File: config.mk
export PLATFORM = sky130hd
export DESIGN_NAME = pipe_ctrl
export DESIGN_NICKNAME = d
export VERILOG_FILES = /design/src/rtl/pipe_ctrl.sv
export SDC_FILE = /design/constraint.sdc
export NUM_CORES = 1
export LEC_CHECK = 0
export CAP_MARGIN = 20
export CORE_MARGIN = 2
export CORE_UTILIZATION = 45
export DETAILED_ROUTE_END_ITERATION = 10
export PLACE_DENSITY_LB_ADDON = 0.25
export SETUP_SLACK_MARGIN = 0.1
export SYNTH_ARGS = -nofsm -noshare
export SYNTH_HDL_FRONTEND = slang
export SYNTH_SLANG_ARGS = --single-unit
File: constraint.sdc
create_clock -name clk -period 5 [get_ports clk]
set_input_delay 1 -clock clk [delete_from_list [all_inputs] [get_ports clk]]
set_output_delay 1 -clock clk [all_outputs]
set_load 0.02 [all_outputs]
File: src/rtl/pipe_ctrl.sv
// Pipeline hazard and halt controller.
// Drives stage write enables and bubbles, drains the pipe on HALT.
module pipe_ctrl (
  input  logic        clk,
  input  logic        rst,
  input  logic        dmem_stall,
  input  logic        imem_stall,
  input  logic        load_use,
  input  logic        branch_taken,
  input  logic        halt_id,
  output logic        pc_wen,
  output logic        ifid_wen,
  output logic        idex_wen,
  output logic        exmem_wen,
  output logic        memwb_wen,
  output logic        ifid_bubble,
  output logic        idex_bubble,
  output logic        memwb_bubble,
  output logic        halted,
  output logic [15:0] stall_cnt
);

  typedef enum logic [1:0] {
    RUN    = 2'd0,
    DRAIN  = 2'd1,
    HALTED = 2'd2
  } state_t;

  state_t     state;
  logic [1:0] drain_cnt;
  logic       stall_inc;
  logic       halt_go;

  // Hazard resolution: enables and bubbles from state and hazard inputs
  always_comb begin
    pc_wen       = 1'b0;
    ifid_wen     = 1'b0;
    idex_wen     = 1'b0;
    exmem_wen    = 1'b0;
    memwb_wen    = 1'b0;
    ifid_bubble  = 1'b0;
    idex_bubble  = 1'b0;
    memwb_bubble = 1'b0;
    stall_inc    = 1'b0;
    halt_go      = 1'b0;
    if (!rst) begin
      unique case (state)
        RUN: begin
          pc_wen    = 1'b1;
          ifid_wen  = 1'b1;
          idex_wen  = 1'b1;
          exmem_wen = 1'b1;
          memwb_wen = 1'b1;
          priority case (1'b1)
            dmem_stall: begin
              pc_wen       = 1'b0;
              ifid_wen     = 1'b0;
              idex_wen     = 1'b0;
              exmem_wen    = 1'b0;
              memwb_bubble = 1'b1;
              stall_inc    = 1'b1;
            end
            branch_taken: begin
              ifid_bubble = 1'b1;
              idex_bubble = 1'b1;
            end
            load_use: begin
              pc_wen      = 1'b0;
              ifid_wen    = 1'b0;
              idex_bubble = 1'b1;
              stall_inc   = 1'b1;
            end
            imem_stall: begin
              pc_wen      = 1'b0;
              ifid_bubble = 1'b1;
              stall_inc   = 1'b1;
            end
            halt_id: begin
              pc_wen      = 1'b0;
              ifid_bubble = 1'b1;
              halt_go     = 1'b1;
            end
            default: ;
          endcase
        end
        DRAIN: begin
          ifid_bubble = 1'b1;
          memwb_wen   = 1'b1;
          if (dmem_stall) begin
            memwb_bubble = 1'b1;
            stall_inc    = 1'b1;
          end else begin
            ifid_wen  = 1'b1;
            idex_wen  = 1'b1;
            exmem_wen = 1'b1;
          end
        end
        default: ;
      endcase
    end
  end

  // Control FSM with drain counter, halted flag and stall counter
  always_ff @(posedge clk or posedge rst) begin
    if (rst) begin
      state     <= RUN;
      drain_cnt <= 2'd0;
      halted    <= 1'b0;
      stall_cnt <= 16'h0000;
    end else begin
      if (stall_inc && stall_cnt != 16'hFFFF)
        stall_cnt <= stall_cnt + 16'd1;
      unique case (state)
        RUN: begin
          if (halt_go) begin
            state     <= DRAIN;
            drain_cnt <= 2'd3;
          end
        end
        DRAIN: begin
          if (!dmem_stall) begin
            drain_cnt <= drain_cnt - 2'd1;
            if (drain_cnt == 2'd1) begin
              state  <= HALTED;
              halted <= 1'b1;
            end
          end
        end
        HALTED: halted <= 1'b1;
        default: state <= RUN;
      endcase
    end
  end

endmodule

==> run metrics, run 1 <==
Fin Setup TNS=0 ps; Post-synth top flop=dfrtp_1; Final Util=61.1%; Top Ports=32; FF/Latch Area=526 um^2; antenna cells=0; CTS root buffer=clkbuf_4; final hold viol count=0; CTS tree=built; Syn Nets=124; first-pass GRT wire length=4040 um; postcts setup bufs=0; clk buf depth=2; mapped cell area=0.00112 mm^2; DP HPWL=1760 um; mean area per synthesized cell=9.75 um^2; Non-Filler Instances=177; sequential share of the synthesized area=46.9%; Avg WL per Cell=12.8 um; Final Setup Violations=0; Core Box Area=0.00241 mm^2; max-slew violation count=0; Worst-Skew Late Latency=300 ps; fmax=264 MHz; total power=0.000581 W; Slew @ Worst Pin=772 ps; pwr/cell area=395 mW/mm^2; CP bufs+invs=2; gr usage total=19.1%; DR pass1 iterations=4; Synth area leaders=dfrtp_1 47%, xor2_1 5.5%, nor2_1 4.7%; initial antenna violation count=0; Final ANT Viol Nets=0; vias in the first global route=931; RSZ-0062 raised after global routing=no; max_slew headroom=48.5%; Syn-to-layout area delta=31.2%; type of the worst setup path=primary input to output port; P_leak=0.590 nW; clock skew=5.66 ps; Async S/R FF share, synth=100%; Fill cells=216; initial DRC count=11; post-cts sizing count=0; commonest cells after routing, fill and taps aside=31 x clkdlybuf4s50_1, 21 x dfrtp_1, 14 x nor2_1, 10 x nand2_1, 8 x nand4_1; final wirelength=2270 um; Max stage delay cell, worst path=clkdlybuf4s50_1; CP Data Required Time=4000 ps; Cells after Synth=115; Die W=53.9 um; Row Count=18; final period utilization=75.9%; Post-CTS Hold Buffers=0; status=completed; I/O Buffers=31; worst hold path type=flop to flop; # placed instances=173; CTS Sinks=21; Reg clk slew, reported paths=120 ps; Die Area=0.00291 mm^2; min Tclk post-route=3790 ps; Synth Register Bits=21; die height=53.9 um; reg2reg setup slack=2960 ps; Inserted Clock Buffers=3; area leader, netlist=dfrtp_1; htree depth=1; commonest non-fill, non-tap cell in the layout=clkdlybuf4s50_1; largest net degree at the start of global routing=22; DR vias/cell=5.33; Starting Density=46.5%; Post-synth EDFFs=0; Placed Area=0.00145 mm^2; GRT overflow=0; CP max stage delay=610 ps; Worst Path Max Fanout=10; GP Congestion=0.852; nets=157; Max-cap violations=0; CP Cell Sequence=clkdlybuf4s50_1 > or2_1 > nor3_1 > o21a_1 > clkdlybuf4s50_1; Non-Filler Cell Area, Final=0.00147 mm^2; share of cells above drive strength 1=8.16%; post-synth top area share=46.9%; crit path DAT=2790 ps; Vias=944; Worst path top cell family by delay=buffers and inverters; Most common cell on crit path=clkdlybuf4s50_1; CP startpoint kind=primary input; synth warn=0; area taken by multi-input logic gates=561 um^2; post-route DRC violation count=0; VDD IR max=0.324 mV; count of cell types in the netlist=35; CP endpoint kind=output port
[state kept, by name, indices dropped and copies added (netlist names)]
name and cells:
stall_cnt 16, drain_cnt 2, state 2, halted 1
[per-stage QoR]
stage / hold WS, ps / setup WS [ps]
3_5_place_dp: 465 / 1190
6_report: 482 / 1210
3_3_place_gp: 453 / 1260
5_1_grt: 523 / 1060
4_1_cts: 493 / 1190
2_1_floorplan: 451 / 2100
[path summary, 6_finish.rpt]
| kind | endpoint | from | cells after the start |
|---|---|---|---|
| setup reg to reg | stall_cnt[1] | stall_cnt[0] | 5 |
| hold / removal | halted | halted | 1 |
| hold reg to reg | halted | halted | 1 |
| min in group asynchronous | halted | rst | 2 |
| max in group asynchronous | stall_cnt[0] | rst | 2 |
| setup / recovery | pc_wen | rst | 5 |
[cell families (layout without fill, tap and decap cells)]
logic type,after synthesis,count (layout),synth area share [%]
DFF,21,21,46.9
buffers and inverters,6,38,3.12
muxes,6,6,5.91
and+or+nand+nor,60,60,28.0
AOI/OAI and AO/OA,10,10,6.03
xor gates and xnor gates,10,10,7.81
adders and majority gates,2,2,2.23
[Yosys cell counts (3+ instances only)]
library cell,instances
xnor2_1,3
nor2_1,14
nor4_1,3
dfrtp_1,21
mux2_2,4
nand2_1,10
inv_1,3
nand4_1,8
o21a_1,3
nor3_1,7
nand3_1,3
xor2_1,7
[power by group]
group / internal [W] / total [W] / leakage, nW / switching, W
Clock: 0.0000311 / 0.0000806 / 0.0150 / 0.0000496
Combinational: 0.000117 / 0.000235 / 0.312 / 0.000118
Sequential: 0.000212 / 0.000266 / 0.264 / 0.0000536
Total: 0.000360 / 0.000581 / 0.590 / 0.000221
[layer usage]
metal / vias to the layer above / global-route usage (%) / part of all wire [%]
met2: 20 / 32.1 / 48
met3: 4 / 3.33 / 3.5
met1: 450 / 25.3 / 47
met4: 0 / 5.13 / 1.0
li1: 470 / - / -
met5: - / 0 / 0
[layout make-up]
type / instances / area share (%)
multi-input cells: 88 / 38.1
flip-flops and latches: 21 / 35.7
repair buffers: 31 / 21.1
well taps: 30 / 2.55
clock buffers: 4 / 1.79
inverters: 3 / 0.765
No activity file was read; power rests on OpenSTA's default activity.
==> run 2: changes to the inputs <==
==> constraint.sdc (replaced) <==
create_clock -name clk -period 3.7 [get_ports clk]
set_input_delay 0.74 -clock clk [delete_from_list [all_inputs] [get_ports clk]]
set_output_delay 0.74 -clock clk [all_outputs]
set_load 0.02 [all_outputs]
==> results of run 2 <==
Same layout as run 1 (identical final DEF). Status: completed.
Among the figures that moved: setup slack after placement 1190 ps -> 415 ps; setup slack after layout 1210 ps -> 426 ps; register-to-register setup slack 2960 ps -> 1660 ps; total power 0.000581 W -> 0.000785 W; worst IR drop on VDD 0.324 mV -> 0.437 mV
==> run 3: changes to the inputs <==
--- a/config.mk
+++ b/config.mk
@@ -14,3 +14,4 @@
 export SYNTH_ARGS = -nofsm -noshare
 export SYNTH_HDL_FRONTEND = slang
 export SYNTH_SLANG_ARGS = --single-unit
+export TNS_END_PERCENT = 1
==> results of run 3 <==
Same layout as run 1 (identical final DEF). Status: completed.
Among the figures that moved: setup slack after placement 1190 ps -> 415 ps; setup slack after layout 1210 ps -> 426 ps; register-to-register setup slack 2960 ps -> 1660 ps; total power 0.000581 W -> 0.000785 W; worst IR drop on VDD 0.324 mV -> 0.437 mV
==> patch, RTL diff (flow settings as in run 2) <==
Make the reset (`rst`) synchronous in one clocked block.
--- a/src/rtl/pipe_ctrl.sv
+++ b/src/rtl/pipe_ctrl.sv
@@ -102,5 +102,5 @@
 
   // Control FSM with drain counter, halted flag and stall counter
-  always_ff @(posedge clk or posedge rst) begin
+  always_ff @(posedge clk) begin
     if (rst) begin
       state     <= RUN;
Behaviour: differs if rst is asserted again (counterexample within 4 cycles, from zero or initial values and one cycle with rst high); with rst held inactive, the same outputs for 10 cycles.
==> patch against run 2 <==
Cell area up 2.0%; synthesized area up 3.2%; highest routed layer unchanged; register-to-register slack worse by 0.10 ns; sequential cell count unchanged; clock skew up 0.0053 ns; routed wire length up 8.8%; worst setup slack better by 0.048 ns.
Power is not compared: it rests on default switching activity, and its combinational part moved more than twofold at a synthesized area within 25%.
==> patch: results (changes against run 2) <==
drt:
  drtIter0Drc: 18  # was 11
  wl_per_cell_um: 12.6  # was 12.8 um
  vias_per_cell: 5.47  # was 5.33
layout:
  fin_cells: 197  # was 177
  multi_input_cells: 103  # was 88
  final-clk-cell-share_pct: 1.75  # was 1.79%
  seq_share_pct: 28.0  # was 35.7%
  buffers: 33  # was 31
  fillers: 219  # was 216
  num-nets-final: 177  # was 157
  multi_input_area_sq_um: 657  # was 561 sq um
  inverters: 6  # was 3
synthesis:
  avgSynthCellArea_sq_um: 8.45  # was 9.75 sq um
  synth_nets: 146  # was 124
  synth.distinct_cells: 45  # was 35
  ys_top_cells_by_count: "nor2_1, dfxtp_1, nand3_1, xnor2_1, a21oi_1"  # was dfrtp_1, nor2_1, nand2_1, nand4_1
  synth_adder_area_share_pct: 2.16  # was 2.23%
  ys_seq_area_share_pct: 36.3  # was 46.9%
  synthArstFlopShare_pct: 0  # was 100%
  synth_ff_type: "dfxtp_1"  # was dfrtp_1
  synth_compound_area_share_pct: 13.3  # was 6.03%
  synth_area_leaders: "dfxtp_1, nor2_1, xnor2_1"  # was dfrtp_1, xor2_1, nor2_1
grt:
  grt_max_degree: 23  # was 22
  grt_pass1_wl_um: 4040  # about the same
place:
  place_congestion: 0.819  # was 0.852
  dp_hpwl_um: 1860  # was 1760 um
  numPlacedInstances: 193  # was 173
  pre_cts_ws_ns: 0.499  # was 0.415 ns
worst_hold_path:
  hold_path_class: "register to register"  # unchanged
  worstHoldStart: "halted"  # unchanged
setup_path:
  crit_arrival_ns: 2.49  # was 2.53 ns
  crit_fanout: 6  # was 10
  slowest_delay_ns: 0.59  # was 0.61 ns
run_status:
  status: "finished, final reports clean"  # unchanged
cts:
  worstSkewPairLatency_ns: 0.30  # about the same
  cts_resized: 0  # unchanged
timing:
  worst_slew_pin_slew_ns: 0.758  # was 0.772 ns
  fin_skew_ns: 0.0110  # was 0.00566 ns
## patch: routing by layer
layer	global-route usage [%]	wire (um)	part of all wire, %	vias to the layer above
li1	-	-	-	549
met1	22.1	1130	46	498
met2	31.5	1170	47	27
met3	3.55	145	5.9	4
met4	7.08	30	1.2	0
met5	0	0	0	-
## patch: path summary, 6_finish.rpt
kind              slack, ns       endpoint  cells past startpoint
hold / removal         0.45         halted                      2
setup reg to reg       1.56  stall_cnt[13]                      7
hold reg to reg        0.45         halted                      2
setup / recovery       0.47    idex_bubble                      5
## patch: per-stage QoR
step                util, %  cell area, sq um  hold WS (ns)
floorplan                 -              1160         0.460
global placement       60.1              1480         0.435
detailed placement     60.1              1480         0.440
CTS                    61.2              1500         0.457
global route           61.2              1500         0.501
finish                 61.2              1500         0.450
## patch: report_power, final
part / switching (mW) / internal (mW) / total [mW]
logic: 0.0313 / 0.0285 / 0.0598
clock network: 0.0680 / 0.0420 / 0.110
registers: 0.00391 / 0.229 / 0.233
